===== src/rtl/alu_cmd_ctrl.sv =====
// Command-side controller for the 16-bit arithmetic unit: parses the UART byte stream,
// drives operands/function/enable, and returns a 3-byte result/status response.
module alu_cmd_ctrl #(
  parameter int         OPER_WIDTH = 16,
  parameter logic [7:0] CMD_OPER   = 8'hCC,
  parameter logic [7:0] CMD_REUSE  = 8'hDD
) (
  input  logic                  CLK,
  input  logic                  RST,
  input  logic [7:0]            RX_P_DATA,
  input  logic                  RX_D_VLD,
  output logic [7:0]            TX_P_DATA,
  output logic                  TX_D_VLD,
  input  logic                  TX_READY,
  output logic [OPER_WIDTH-1:0] ALU_A,
  output logic [OPER_WIDTH-1:0] ALU_B,
  output logic [1:0]            ALU_FUN,
  output logic                  ALU_EN,
  input  logic [OPER_WIDTH-1:0] ALU_OUT,
  input  logic                  ALU_CARRY,
  input  logic                  ALU_FLAG
);

  localparam logic [1:0] FUN_DIV = 2'b11;

  typedef enum logic [3:0] {
    S_IDLE, S_A_LO, S_A_HI, S_B_LO, S_B_HI, S_FUN,
    S_EXEC, S_WAIT_RES, S_TX_LO, S_TX_HI, S_TX_ST
  } state_t;

  state_t                  state_q, state_d;
  logic [OPER_WIDTH-1:0]   a_q, a_d, b_q, b_d, res_q, res_d;
  logic [1:0]              fun_q, fun_d;
  logic [7:0]              stat_q, stat_d;
  logic                    div_zero;

  // Divide by zero is resolved locally; the arithmetic unit is never enabled for it.
  assign div_zero = (RX_P_DATA[1:0] == FUN_DIV) && (b_q == '0);

  always_ff @(posedge CLK or negedge RST) begin
    if (!RST) begin
      state_q <= S_IDLE;
      a_q     <= '0;
      b_q     <= '0;
      fun_q   <= '0;
      res_q   <= '0;
      stat_q  <= '0;
    end else begin
      state_q <= state_d;
      a_q     <= a_d;
      b_q     <= b_d;
      fun_q   <= fun_d;
      res_q   <= res_d;
      stat_q  <= stat_d;
    end
  end

  always_comb begin
    state_d = state_q;
    case (state_q)
      S_IDLE: begin
        if (RX_D_VLD && RX_P_DATA == CMD_OPER)       state_d = S_A_LO;
        else if (RX_D_VLD && RX_P_DATA == CMD_REUSE) state_d = S_FUN;
      end
      S_A_LO:     if (RX_D_VLD) state_d = S_A_HI;
      S_A_HI:     if (RX_D_VLD) state_d = S_B_LO;
      S_B_LO:     if (RX_D_VLD) state_d = S_B_HI;
      S_B_HI:     if (RX_D_VLD) state_d = S_FUN;
      S_FUN:      if (RX_D_VLD) state_d = div_zero ? S_TX_LO : S_EXEC;
      S_EXEC:     state_d = S_WAIT_RES;
      S_WAIT_RES: if (ALU_FLAG) state_d = S_TX_LO;
      S_TX_LO:    if (TX_READY) state_d = S_TX_HI;
      S_TX_HI:    if (TX_READY) state_d = S_TX_ST;
      S_TX_ST:    if (TX_READY) state_d = S_IDLE;
      default:    state_d = S_IDLE;
    endcase
  end

  // Operand, function and response registers; operands persist across frames for reuse.
  always_comb begin
    a_d    = a_q;
    b_d    = b_q;
    fun_d  = fun_q;
    res_d  = res_q;
    stat_d = stat_q;
    case (state_q)
      S_A_LO: if (RX_D_VLD) a_d[7:0]            = RX_P_DATA;
      S_A_HI: if (RX_D_VLD) a_d[OPER_WIDTH-1:8] = RX_P_DATA;
      S_B_LO: if (RX_D_VLD) b_d[7:0]            = RX_P_DATA;
      S_B_HI: if (RX_D_VLD) b_d[OPER_WIDTH-1:8] = RX_P_DATA;
      S_FUN: begin
        if (RX_D_VLD) begin
          fun_d = RX_P_DATA[1:0];
          if (div_zero) begin
            res_d  = '0;
            stat_d = 8'h02;
          end
        end
      end
      S_WAIT_RES: begin
        if (ALU_FLAG) begin
          res_d  = ALU_OUT;
          stat_d = {7'b0, ALU_CARRY};
        end
      end
      default: ;
    endcase
  end

  always_comb begin
    ALU_A     = a_q;
    ALU_B     = b_q;
    ALU_FUN   = fun_q;
    ALU_EN    = (state_q == S_EXEC);
    TX_D_VLD  = 1'b0;
    TX_P_DATA = 8'h00;
    case (state_q)
      S_TX_LO: begin TX_D_VLD = 1'b1; TX_P_DATA = res_q[7:0];            end
      S_TX_HI: begin TX_D_VLD = 1'b1; TX_P_DATA = res_q[OPER_WIDTH-1:8]; end
      S_TX_ST: begin TX_D_VLD = 1'b1; TX_P_DATA = stat_q;                end
      default: ;
    endcase
  end

endmodule


===== config.mk =====
export PLATFORM = sky130hd
export DESIGN_NAME = alu_cmd_ctrl
export DESIGN_NICKNAME = d
export VERILOG_FILES = /design/src/rtl/alu_cmd_ctrl.sv
export SDC_FILE = /design/constraint.sdc
export NUM_CORES = 1
export LEC_CHECK = 0
export CAP_MARGIN = 20
export CORE_MARGIN = 1.5
export CORE_UTILIZATION = 47
export CTS_BUF_LIST = sky130_fd_sc_hd__clkbuf_8 sky130_fd_sc_hd__clkbuf_16
export CTS_CLUSTER_DIAMETER = 150
export DETAILED_ROUTE_END_ITERATION = 8
export PLACE_DENSITY = 0.9
export SETUP_SLACK_MARGIN = 0.02
export SYNTH_ARGS = -nofsm -noshare
export SYNTH_HDL_FRONTEND = slang
export SYNTH_SLANG_ARGS = --single-unit

===== constraint.sdc =====
create_clock -name CLK -period 2.1 [get_ports CLK]
set_input_delay 0.21 -clock CLK [delete_from_list [all_inputs] [get_ports CLK]]
set_output_delay 0.21 -clock CLK [all_outputs]
set_load 0.005 [all_outputs]

# --- Yosys cells after proc, flatten, opt, wreduce, memory -nomap -nowiden ---
# Cells that the tools add are included.
op_classes:
  addsub: 0
  n_mul: 0
  div: 0
  magnitude_cmp: 0
  eq_ne: 24
  shift: 0
  mux: 23
  bitwise_logic: 0
  n_reduce_logical: 14
ops:
  columns: ["op", "count"]
  rows:
  - ["16-bit two-way mux", 3]
  - ["4-bit two-way mux", 12]
  - ["4-bit one-hot mux with 11 select lines", 1]
  - ["16-bit one-hot mux with 2 select lines", 1]
  - ["8-bit two-way mux", 3]
  - ["8-bit one-hot mux with 3 select lines", 1]
  - ["2-bit inequality test (second input constant)", 10]
  - ["4-bit by 3-bit == test with 1-bit output (second input constant)", 4]
  - ["8-bit == test (second input constant)", 2]
  - ["16-bit zero test", 1]
  - ["8-bit one-hot mux with 2 select lines", 1]
  - ["4-bit == test (second input constant)", 3]
  - ["10-bit AND reduction", 1]
  - ["2-bit AND reduction", 5]
  - ["4-bit by 2-bit == test with 1-bit output (second input constant)", 2]
  - ["4-bit by 1-bit == test with 1-bit output (second input constant)", 1]
  - ["4-bit zero test", 1]
  - ["4-bit AND reduction", 1]
  - ["1-bit logical AND", 3]
  - ["3-bit inequality test (second input constant)", 1]
  - ["3-bit OR reduction", 1]
  - ["2-bit == test (second input constant)", 1]
  - ["2-bit nonzero test", 1]
  - ["1-bit two-way mux", 1]
word_totals:
  reg_bits: 62
  latch_bits: 0
  ramBits: 0
  romBits: 0
  out_inout_bits: 44
  word_cells: 69
  memories: 0

# --- Logic depth before layout (Yosys ltp) ---
depth:
  ltp_word: 5
  depth_mapped: 8

# --- Worst setup path after synthesis ---
# Ideal clock, no wire load.
synth_timing:
  path_type: "in2reg"
  start: "input RX_P_DATA[0]"
  end: "register state_q[1]"
  setup_time_ns: 0.122
  arrival_ns: 1.664
  required_ns: 1.978
  path_slack_ns: 0.314
  stages: 6
  n_path_buf: 1
  path_cell_list: "clkbuf_1 xor2_1 or4_1 a221o_1 o21bai_1 a32o_1"
synth_between:
  elab_chain_len: 5
synth_lines:
  columns: ["item", "line", "rtl"]
  rows:
  - ["start: declaration", "10", "input logic [7:0] RX_P_DATA,"]
  - ["2-bit == test", "38", "assign div_zero = (RX_P_DATA[1:0] == FUN_DIV) && (b_q == '0);"]
  - ["1-bit logical AND", "38", null]
  - ["4-bit two-way mux (2 in series)", "69", "S_FUN: if (RX_D_VLD) state_d = div_zero ? S_TX_LO : S_EXEC;"]
  - ["4-bit one-hot mux with 11 select lines", "60", "case (state_q)"]
  - ["end signal: assignment", "49", "state_q <= state_d;"]
  - ["end: declaration", "31", "state_t state_q, state_d;"]
# Parallel ways exist; a longest one is shown, timed or not. The select of a mux whose other input is x is not followed.
# A chain may end at the register's enable or synchronous reset.

# --- Worst setup path after layout ---
layout_timing:
  start: "register state_q[2]"
  end: "output ALU_EN"
layout_between:
  elab_chain_len: 1
layout_lines:
  columns: ["item", "line", "rtl"]
  rows:
  - ["4-bit by 3-bit == test with 1-bit output", "114", "ALU_EN = (state_q == S_EXEC);"]
  - ["end: declaration", "18", "output logic ALU_EN,"]
# No other way between the ends.

==> flow_summary.json <==
{
  "status": "finished, final reports clean",
  "start_util_pct": 48.3,
  "die_h_um": 75.2,
  "postRouteAntennaNets": 0,
  "syn_inst": 196,
  "holdWs_ns": 0.331,
  "firstDrtPassIters": 4,
  "min_period_ns": 2.05,
  "nets": 320,
  "cp_max_fo": 8,
  "drv_cap": 0,
  "io_buffers": 73,
  "drtIter0Drc": 208,
  "clockBufferDepth": 2,
  "cp.arrival_ns": 1.84,
  "finalMaxSlewViolations": 0,
  "critical_path.top_delay_family": "buffers and inverters",
  "path_buf_inv": 3,
  "core_um2": 5070,
  "cp_slowest_cell": "clkdlybuf4s50_1",
  "ys_seq_elements": 56,
  "leakage_uw": 0.00165,
  "die_area_um2": 5650,
  "worstHoldPathType": "primary input to async pin",
  "gp_congestion": 0.996,
  "grt_max_degree": 24,
  "via_count": 1987,
  "p_total_uw": 4980,
  "grt_pass1_vias": 1872,
  "synthDistinctLibCells": 34,
  "cp.required_ns": 1.89,
  "path_cells": "buf_4 > inv_1 > nor2_4 > and3b_1 > clkdlybuf4s50_1",
  "r2r_end": "state_q[1]",
  "setup_slack_ns": 0.0480,
  "wire_per_inst_um": 18.3,
  "dp_hpwl_um": 4530,
  "syn_avg_cell_area_um2": 12.5,
  "ff2ff_path_depth": 6,
  "critPathCaptureType": "output pin",
  "vias_per_cell": 5.50,
  "slew-limit-headroom_pct": 67.0,
  "ios": 74,
  "routed_wl_um": 6600,
  "max_freq_ghz": 0.487,
  "track_usage_pct": 23.7,
  "place_ws_ns": -0.216,
  "cts_htree_levels": 2,
  "antenna_found_initial": 0,
  "critPathMaxStageDelay_ns": 0.52,
  "critical_path_class": "register to output pin",
  "syn-cell-area_um2": 2450,
  "crit_path_start_kind": "register",
  "finalCritPeriodShare_pct": 97.7,
  "overflow": 0,
  "grt_first_pass_wirelength_um": 9830,
  "fillers": 350,
  "die_x_um": 75.2,
  "finalHoldViolations": 0,
  "root_buffer": "clkbuf_8",
  "max-vdd-ir-drop_mv": 0.722,
  "clock_latency_ns": 0.31,
  "worst_clock_skew_ns": 0.00733,
  "synth_nets": 226,
  "fin_cells": 361,
  "yosysWarnings": 0,
  "rows": 26,
  "r2r_slack_ns": 0.15,
  "syn_to_final_growth_pct": 45.5,
  "setup_violations": 0,
  "powerDensity_nw_per_um2": 1400,
  "timing.rr.start": "state_q[1]",
  "diodes": 0,
  "drive_gt1_share_pct": 26.8,
  "cts_buffers": 5,
  "clkSlewWorstSetupHoldPaths_ns": 0.10,
  "synth_seq_area_share_pct": 57.2,
  "numClockSinks": 56,
  "cts_tree": "yes",
  "post-place-cells": 346,
  "worst_slew_pin_slew_ns": 0.493,
  "drc": 0
}
[what timing repair did]
action                                  in CTS  in global routing
hold endpoints to repair                    14                  0
hold buffers                                 1                  0
endpoints found under the setup margin       9                 27
buffers inserted                             1                  5
resized for setup                            5                 12
[area by class of cell]
| class | count | area (um^2) | area share [%] |
|---|---|---|---|
| clock buffer | 5 | 68.8 | 1.93 |
| clock inverter | 3 | 23.8 | 0.667 |
| inverter | 4 | 15.0 | 0.421 |
| multi-input combinational | 125 | 1020 | 28.6 |
| sequential | 56 | 1410 | 39.5 |
| tap | 70 | 87.6 | 2.46 |
| timing repair buffer | 98 | 943 | 26.5 |
[power breakdown]
part / internal [uW] / switching (uW) / total [uW] / leakage (uW)
Sequential: 1630 / 425 / 2050 / 0.000681
Combinational: 1460 / 858 / 2320 / 0.000927
Clock: 237 / 369 / 607 / 0.0000404
Total: 3330 / 1650 / 4980 / 0.00165
[how the worst max path moves through the flow]
stage | depth (start not counted) | slack (ns) | endpoint | startpoint
3_3_place_gp | 6 | -0.20 | state_q[1] | RX_D_VLD
4_1_cts | 5 | 0.03 | ALU_EN | state_q[2]
5_1_grt | 5 | -0.005 | ALU_EN | state_q[2]
2_1_floorplan | 6 | 0.31 | state_q[1] | RX_P_DATA[0]
6_report | 5 | 0.05 | ALU_EN | state_q[2]
3_5_place_dp | 6 | -0.22 | state_q[1] | RX_D_VLD
[per-layer routing]
metal,vias to the layer above,part of all wire [%],track usage [%]
li1,899,-,-
met1,1009,42,33.7
met2,70,51,38.8
met3,9,4.7,4.28
met4,0,1.6,4.76
met5,-,0,0
[metrics by stage]
| stage | utilization (%) | TNS [ns] | cell area (um^2) |
|---|---|---|---|
| global route | 70.2 | -0.00527 | 3560 |
| floorplan | - | 0 | 2450 |
| finish | 70.2 | 0 | 3560 |
| CTS | 68.8 | 0 | 3490 |
| global placement | 66.3 | -0.287 | 3370 |
| detailed placement | 66.3 | -0.339 | 3370 |
[kinds of logic (layout without fill, tap and decap cells)]
logic type             after synthesis  count (layout)  share of synthesized area [%]
flip-flops                          56              56                           57.2
AND/OR/NAND/NOR                     48              48                           10.3
multiplexers                        42              42                           18.9
AO/OA/AOI/OAI                       33              33                           10.5
buffers and inverters               15             110                           2.40
XOR/XNOR                             2               2                          0.715
[cells in the final DEF, fill, tap and decap left out, types with 2 or more instances in the layout]
cell type	count
a22o_1	17
clkinvlp_4	2
nand2_1	8
dfrtp_1	52
mux2i_1	8
nor2_1	13
a21oi_1	2
nand3_1	3
and3_1	3
nand4b_1	2
clkdlybuf4s50_1	66
o21ai_0	6
o21bai_1	2
nor4_1	5
and2_1	2
clkbuf_8	5
inv_1	4
nand3b_1	2
mux2_2	34
dfrtp_2	4
dlymetal6s2s_1	6
buf_4	23
[worst register-to-register path, cell delays in order, from the launching register on]
cell and delay [ns]:
dfrtp_2 0.51, buf_4 0.17, or3b_2 0.45, o211ai_1 0.13, a221o_1 0.28, inv_1 0.07, a32o_1 0.25
[Yosys cell counts]
master / number / area share, %
a21oi_1: 2 / 0.41
a32o_1: 1 / 0.41
nor2_1: 15 / 2.3
nand3b_1: 2 / 0.61
or3b_2: 1 / 0.36
xor2_1: 1 / 0.36
clkbuf_1: 9 / 1.4
and2_1: 2 / 0.51
buf_2: 2 / 0.41
nand2_1: 8 / 1.2
inv_1: 4 / 0.61
nor2b_1: 1 / 0.26
o211a_1: 1 / 0.41
a21oi_2: 1 / 0.36
mux2_2: 34 / 16
mux2i_1: 8 / 3.3
a221o_1: 1 / 0.41
o211ai_1: 1 / 0.31
nand2b_1: 1 / 0.26
or2_2: 1 / 0.26
xnor2_1: 1 / 0.36
nand4b_1: 2 / 0.72
and3_1: 3 / 0.77
dfrtp_1: 56 / 57
o31ai_1: 1 / 0.31
a22o_1: 17 / 6.1
nor4_1: 5 / 1.3
o21ai_0: 6 / 1.2
or3_1: 1 / 0.26
nand3_1: 3 / 0.61
nor3_1: 1 / 0.20
o21bai_1: 2 / 0.61
and3b_1: 1 / 0.36
or4_1: 1 / 0.31
[sequential cells by signal (all words and copies together) (netlist names)]
name,flops
stat_q,2
state_q,4
res_q,16
ALU_FUN,2
ALU_A,16
ALU_B,16
(Power assumes the default switching activity.)
